===== config.mk =====
export PLATFORM = sky130hd
export DESIGN_NAME = led_pulse_stretcher
export DESIGN_NICKNAME = d
export VERILOG_FILES = /design/src/rtl/led_pulse_stretcher.sv
export SDC_FILE = /design/constraint.sdc
export NUM_CORES = 1
export LEC_CHECK = 0
export CAP_MARGIN = 5
export CORE_UTILIZATION = 40
export CTS_BUF_LIST = sky130_fd_sc_hd__clkbuf_4 sky130_fd_sc_hd__clkbuf_8
export CTS_CLUSTER_SIZE = 16
export DETAILED_ROUTE_END_ITERATION = 10
export GPL_ROUTABILITY_DRIVEN = 1
export GPL_TIMING_DRIVEN = 0
export PLACE_DENSITY = 0.67
export SYNTH_ARGS = -nofsm -noshare
export SYNTH_HDL_FRONTEND = slang
export SYNTH_SLANG_ARGS = --single-unit

===== constraint.sdc =====
create_clock -name CLK -period 3.2 [get_ports CLK]
set_input_delay 0.64 -clock CLK [delete_from_list [all_inputs] [get_ports CLK]]
set_output_delay 0.64 -clock CLK [all_outputs]
set_load 0.02 [all_outputs]

===== src/rtl/led_pulse_stretcher.sv =====
// LED pulse stretcher: turns single-cycle event strobes into visible ON/OFF blinks.
// Optional event queue (pending counter + sticky overflow) enabled by LED_STRETCH_QUEUE_EN.
module led_pulse_stretcher #(
  parameter int ON_CYCLES  = 4000000,
  parameter int OFF_CYCLES = 4000000,
  parameter int PEND_W     = 4
) (
  input  logic              CLK,
  input  logic              clear_n,
  input  logic              pulse_in,
  output logic              led_out,
  output logic              busy,
  output logic [PEND_W-1:0] pending,
  output logic              overflow
);

  localparam int MAX_C = (ON_CYCLES > OFF_CYCLES) ? ON_CYCLES : OFF_CYCLES;
  localparam int CW    = (MAX_C > 1) ? $clog2(MAX_C) : 1;

  localparam logic [CW-1:0] ON_LOAD  = CW'(ON_CYCLES - 1);
  localparam logic [CW-1:0] OFF_LOAD = CW'(OFF_CYCLES - 1);
  localparam logic [CW-1:0] CNT_ONE  = CW'(1);

  typedef enum logic [1:0] {
    S_IDLE = 2'd0,
    S_ON   = 2'd1,
    S_OFF  = 2'd2
  } state_e;

  state_e        state_q, state_d;
  logic [CW-1:0] cnt_q, cnt_d;
  logic          led_q, led_d;
  logic          req;
  logic          enter_on;

  // NOTE: every output of this block gets a default first, so no path leaves a
  // signal unassigned and no latch is inferred.
  always_comb begin
    state_d  = state_q;
    cnt_d    = cnt_q;
    enter_on = 1'b0;
    case (state_q)
      S_IDLE: begin
        if (req) begin
          state_d  = S_ON;
          cnt_d    = ON_LOAD;
          enter_on = 1'b1;
        end
      end
      S_ON: begin
        if (cnt_q == '0) begin
          state_d = S_OFF;
          cnt_d   = OFF_LOAD;
        end else begin
          cnt_d = cnt_q - CNT_ONE;
        end
      end
      S_OFF: begin
        if (cnt_q == '0) begin
          if (req) begin
            state_d  = S_ON;
            cnt_d    = ON_LOAD;
            enter_on = 1'b1;
          end else begin
            state_d = S_IDLE;
          end
        end else begin
          cnt_d = cnt_q - CNT_ONE;
        end
      end
      default: begin
        state_d = S_IDLE;
        cnt_d   = '0;
      end
    endcase
    led_d = (state_d == S_ON);
  end

  // NOTE: state is updated with non-blocking assignments so all flops sample
  // the pre-edge values together, independent of statement order.
  always_ff @(posedge CLK or negedge clear_n) begin
    if (!clear_n) begin
      state_q <= S_IDLE;
      cnt_q   <= '0;
      led_q   <= 1'b0;
    end else begin
      state_q <= state_d;
      cnt_q   <= cnt_d;
      led_q   <= led_d;
    end
  end

  assign led_out = led_q;
  assign busy    = (state_q != S_IDLE);

`ifdef LED_STRETCH_QUEUE_EN
  localparam logic [PEND_W-1:0] PEND_MAX = '1;
  localparam logic [PEND_W-1:0] PEND_ONE = PEND_W'(1);

  logic [PEND_W-1:0] pend_q, pend_d;
  logic              ovf_q, ovf_d;

  assign req = pulse_in | (pend_q != '0);

  // A pulse seen on an ON entry is displayed directly; otherwise the queue feeds it.
  always_comb begin
    pend_d = pend_q;
    ovf_d  = ovf_q;
    if (enter_on && !pulse_in) begin
      pend_d = pend_q - PEND_ONE;
    end else if (pulse_in && !enter_on) begin
      if (pend_q == PEND_MAX) begin
        ovf_d = 1'b1;
      end else begin
        pend_d = pend_q + PEND_ONE;
      end
    end
  end

  always_ff @(posedge CLK or negedge clear_n) begin
    if (!clear_n) begin
      pend_q <= '0;
      ovf_q  <= 1'b0;
    end else begin
      pend_q <= pend_d;
      ovf_q  <= ovf_d;
    end
  end

  assign pending  = pend_q;
  assign overflow = ovf_q;
`else
  assign req      = pulse_in;
  assign pending  = '0;
  assign overflow = 1'b0;
`endif

endmodule

==> impl_summary.log <==
INFO  metric num_io_pins = 10
INFO  metric max-vdd-ir-drop = 0.231 mV
INFO  metric viasPerCell = 6.04
INFO  metric number_of_antenna_violations_at_the_first_check_in_global_routing = 0
INFO  metric synth_async_reset_ratio = 100%
INFO  metric clock_tree.buffer_depth = 2
INFO  metric setup_violations = 0
INFO  metric routedWlPerCell = 16.0 um
INFO  metric netlist_top_cells_area = dfrtp_1 35%, a22oi_1 3.4%, a211oi_2 2.8%, nand3_1 2.8%, o21ai_0 2.8%
INFO  metric clock_tree.root_cell = clkbuf_8
INFO  metric ff2ff_setup_slack = 0.77 ns
INFO  metric dp_hpwl = 3.04 mm
INFO  metric globalRouteTotalUtil = 20.6%
INFO  metric cts.htree.levels = 1
INFO  metric drc = 0
INFO  metric drv_slew = 0
INFO  metric seqPwrFrac = 52.3%
INFO  metric cp_data_required_time = 2.56 ns
INFO  metric timing.max_slew.rel_slack = 53.9%
INFO  metric rsz0062_at_grt = false
INFO  metric yosys_register_bits = 25
INFO  metric critical_path_arrival = 1.87 ns
INFO  metric routed_wl = 4.24 mm
INFO  metric max_freq = 398 MHz
INFO  metric detail_route.iter0.violations = 118
INFO  metric most_common_flop_cell_mapped_by_yosys = dfrtp_1
INFO  metric die_h = 68.8 um
INFO  metric pin_count_of_the_biggest_net_entering_global_routing = 26
INFO  metric power.leakage = 0.833 nW
INFO  metric synthToLayoutAreaGrowth = 10.4%
INFO  metric gp_congestion = 0.842
INFO  metric cts_repair_resize_count = 0
INFO  metric warning_count_from_the_yosys_run = 0
INFO  metric share_of_the_synthesized_area_in_the_top_cell_type = 35.1%
INFO  metric grt_pass1_wl = 7.17 mm
INFO  metric holdBufCountCts = 0
INFO  metric clock_sink_count = 25
INFO  metric cts_inserted_buffers = 3
INFO  metric total_of_fill_cells_in_the_finished_design = 406
INFO  metric grt.overflow.total = 0
INFO  metric pwr-share-comb = 26.3%
INFO  metric period_minus_slack = 2.51 ns
INFO  metric ys_top_cells_by_count = 25 x dfrtp_1, 13 x inv_1, 13 x nor2_1
INFO  metric min_path_type = reg -> reg
INFO  metric placement_rows = 23
INFO  metric post_synth_inst_count = 200
INFO  metric grt_pass1_vias = 1,464
INFO  metric tritoncts = yes
INFO  metric synth.yosys.seq_area_share = 35.1%
INFO  metric power.net_switching = 0.376 mW
INFO  metric worst_pin_slew = 0.689 ns
INFO  metric start_util = 43.1%
INFO  metric fp.dieArea = 0.00473 mm^2
INFO  metric hold_viol = 0
INFO  metric ys_types = 57
INFO  metric post-synth-top-count-cell = dfrtp_1
INFO  metric worstSetupPathType = reg -> out
INFO  metric die_x = 68.8 um
INFO  metric max_cap_violations = 0
INFO  metric dr.pass1.iters = 4
INFO  metric crit_path_end_kind = primary output
INFO  metric num-nets-final = 220
INFO  metric placed_cells = 258
INFO  metric clock_share_of_power = 21.4%
INFO  metric syn_avg_cell_area = 8.92 um^2
INFO  metric worst-path-max-fanout = 8
INFO  metric status = finished clean
INFO  metric power_density = 495 mW/mm^2
INFO  metric proportion_of_layout_cells_with_a_drive_suffix_above_1 = 15.0%
INFO  metric mappedNetlistArea = 0.00178 mm^2
INFO  metric cellInternalPower = 0.600 mW
INFO  metric worstSkewPairLatency = 0.28 ns
INFO  metric synth_edf_count = 0
INFO  metric p_sw_share = 38.5%
INFO  metric antenna_cells = 0
INFO  metric period_share = 78.4%
INFO  metric fin_cells = 264
INFO  metric std_cell_core_area = 0.00414 mm^2
INFO  metric power_consumption = 0.975 mW
INFO  metric buffer_ports.inserted = 4
INFO  metric critPathLaunchType = flip-flop
INFO  metric postCtsSetupBuffers = 0
INFO  metric totalNegativeSetupSlack = 0 ns
INFO  metric ant_nets = 0
INFO  metric num_vias = 1,594
INFO  metric clk_transition_reported_paths = 0.11 ns
INFO  metric finalClockSkew = 0.00884 ns
INFO  metric synth_largest_area_cell = dfrtp_1
[stage by stage]
stage | hold WS (ns) | area, um^2 | utilization (%) | setup WS [ns]
after global routing | 0.573 | 1970 | 47.6 | 0.495
after floorplan | 0.344 | 1800 | - | 1.15
after detailed placement | 0.512 | 1900 | 45.9 | 0.809
after global placement | 0.511 | 1900 | 45.9 | 0.793
final | 0.529 | 1970 | 47.6 | 0.690
after CTS | 0.525 | 1950 | 47.1 | 0.682
[cells by family (layout without fill, tap and decap cells)]
logic type	count (synthesis)	in the layout	synth area share, %
other cells	1	5	0.210
compound gates	64	64	27.1
xor+xnor	4	4	1.96
buf+inv	26	36	6.59
simple gates	75	75	25.9
mux	3	3	1.68
flops	25	25	35.1
fa+ha+maj	2	2	1.40
[state kept, by name, summed over array words and instances, names as in the netlist]
register  count
state_q       2
led_out       1
cnt_q        22
[power groups by stage]
| stage | clock (mW) | sequential [mW] | combinational, mW |
|---|---|---|---|
| floorplan | 0 | 0.485 | 0.206 |
| global placement | 0 | 0.513 | 0.246 |
| detailed placement | 0 | 0.514 | 0.252 |
| CTS | 0.208 | 0.508 | 0.253 |
| global route | 0.221 | 0.522 | 0.294 |
| finish | 0.209 | 0.510 | 0.257 |
[cell usage in the layout, fill, tap and decap left out, drive strengths merged, types with 2 or more instances in the layout]
master         Yosys  routed
dfrtp             25      25
o21ai             22      22
nor2              14      14
inv               13      13
nand3             10      10
nand2             10      10
clkbuf             7      10
nor3               9       9
a22oi              8       8
buf                6       8
a21oi              7       7
nor4               6       6
a211oi             6       6
conb               1       5
and3               4       4
clkdlybuf4s50      0       4
or2                4       4
nand4              4       4
o31a               3       3
or4                3       3
o211ai             3       3
mux2i              3       3
or3                2       2
o21a               2       2
a31oi              2       2
xor2               2       2
xnor2              2       2
ha                 2       2
[routing by layer]
metal / share of wire (%) / wire length [um] / global-route usage (%)
met1: 50 / 2110 / 29.0
met2: 43 / 1840 / 31.5
met3: 5.3 / 225 / 3.95
met4: 1.5 / 63 / 6.89
met5: 0 / 0 / 0
[final cells by class]
type                            count  area, um^2  share of cell area, %
Clock buffer                        3        41.3                   2.10
Multi-Input combinational cell    153        1060                   53.6
Tap cell                           50        62.6                   3.17
Timing Repair Buffer                6        60.1                   3.05
Inverter                           13        48.8                   2.48
Clock inverter                      1        7.51                  0.381
Sequential cell                    25         626                   31.7
Buffer                             13        68.8                   3.49
[worst paths after layout]
check | cells after the start | end | start
worst max-delay path | 4 | busy | state_q[0]$_DFF_PN0_
worst max register to register | 7 | cnt_q[18]$_DFF_PN0_ | cnt_q[0]$_DFF_PN0_
min in group asynchronous | 1 | cnt_q[4]$_DFF_PN0_ | clear_n
max in group asynchronous | 2 | cnt_q[15]$_DFF_PN0_ | clear_n
worst min-delay path | 1 | cnt_q[12]$_DFF_PN0_ | cnt_q[12]$_DFF_PN0_
worst min register to register | 1 | cnt_q[12]$_DFF_PN0_ | cnt_q[12]$_DFF_PN0_
[worst max-delay path, cell delays in order (launching register included)]
cell and delay, ns:
dfrtp_1 0.33, clkbuf_1 0.33, nor2_1 0.15, inv_1 0.14
clkdlybuf4s50_1 0.62
Note: power is estimated with default switching activity, not from simulation.
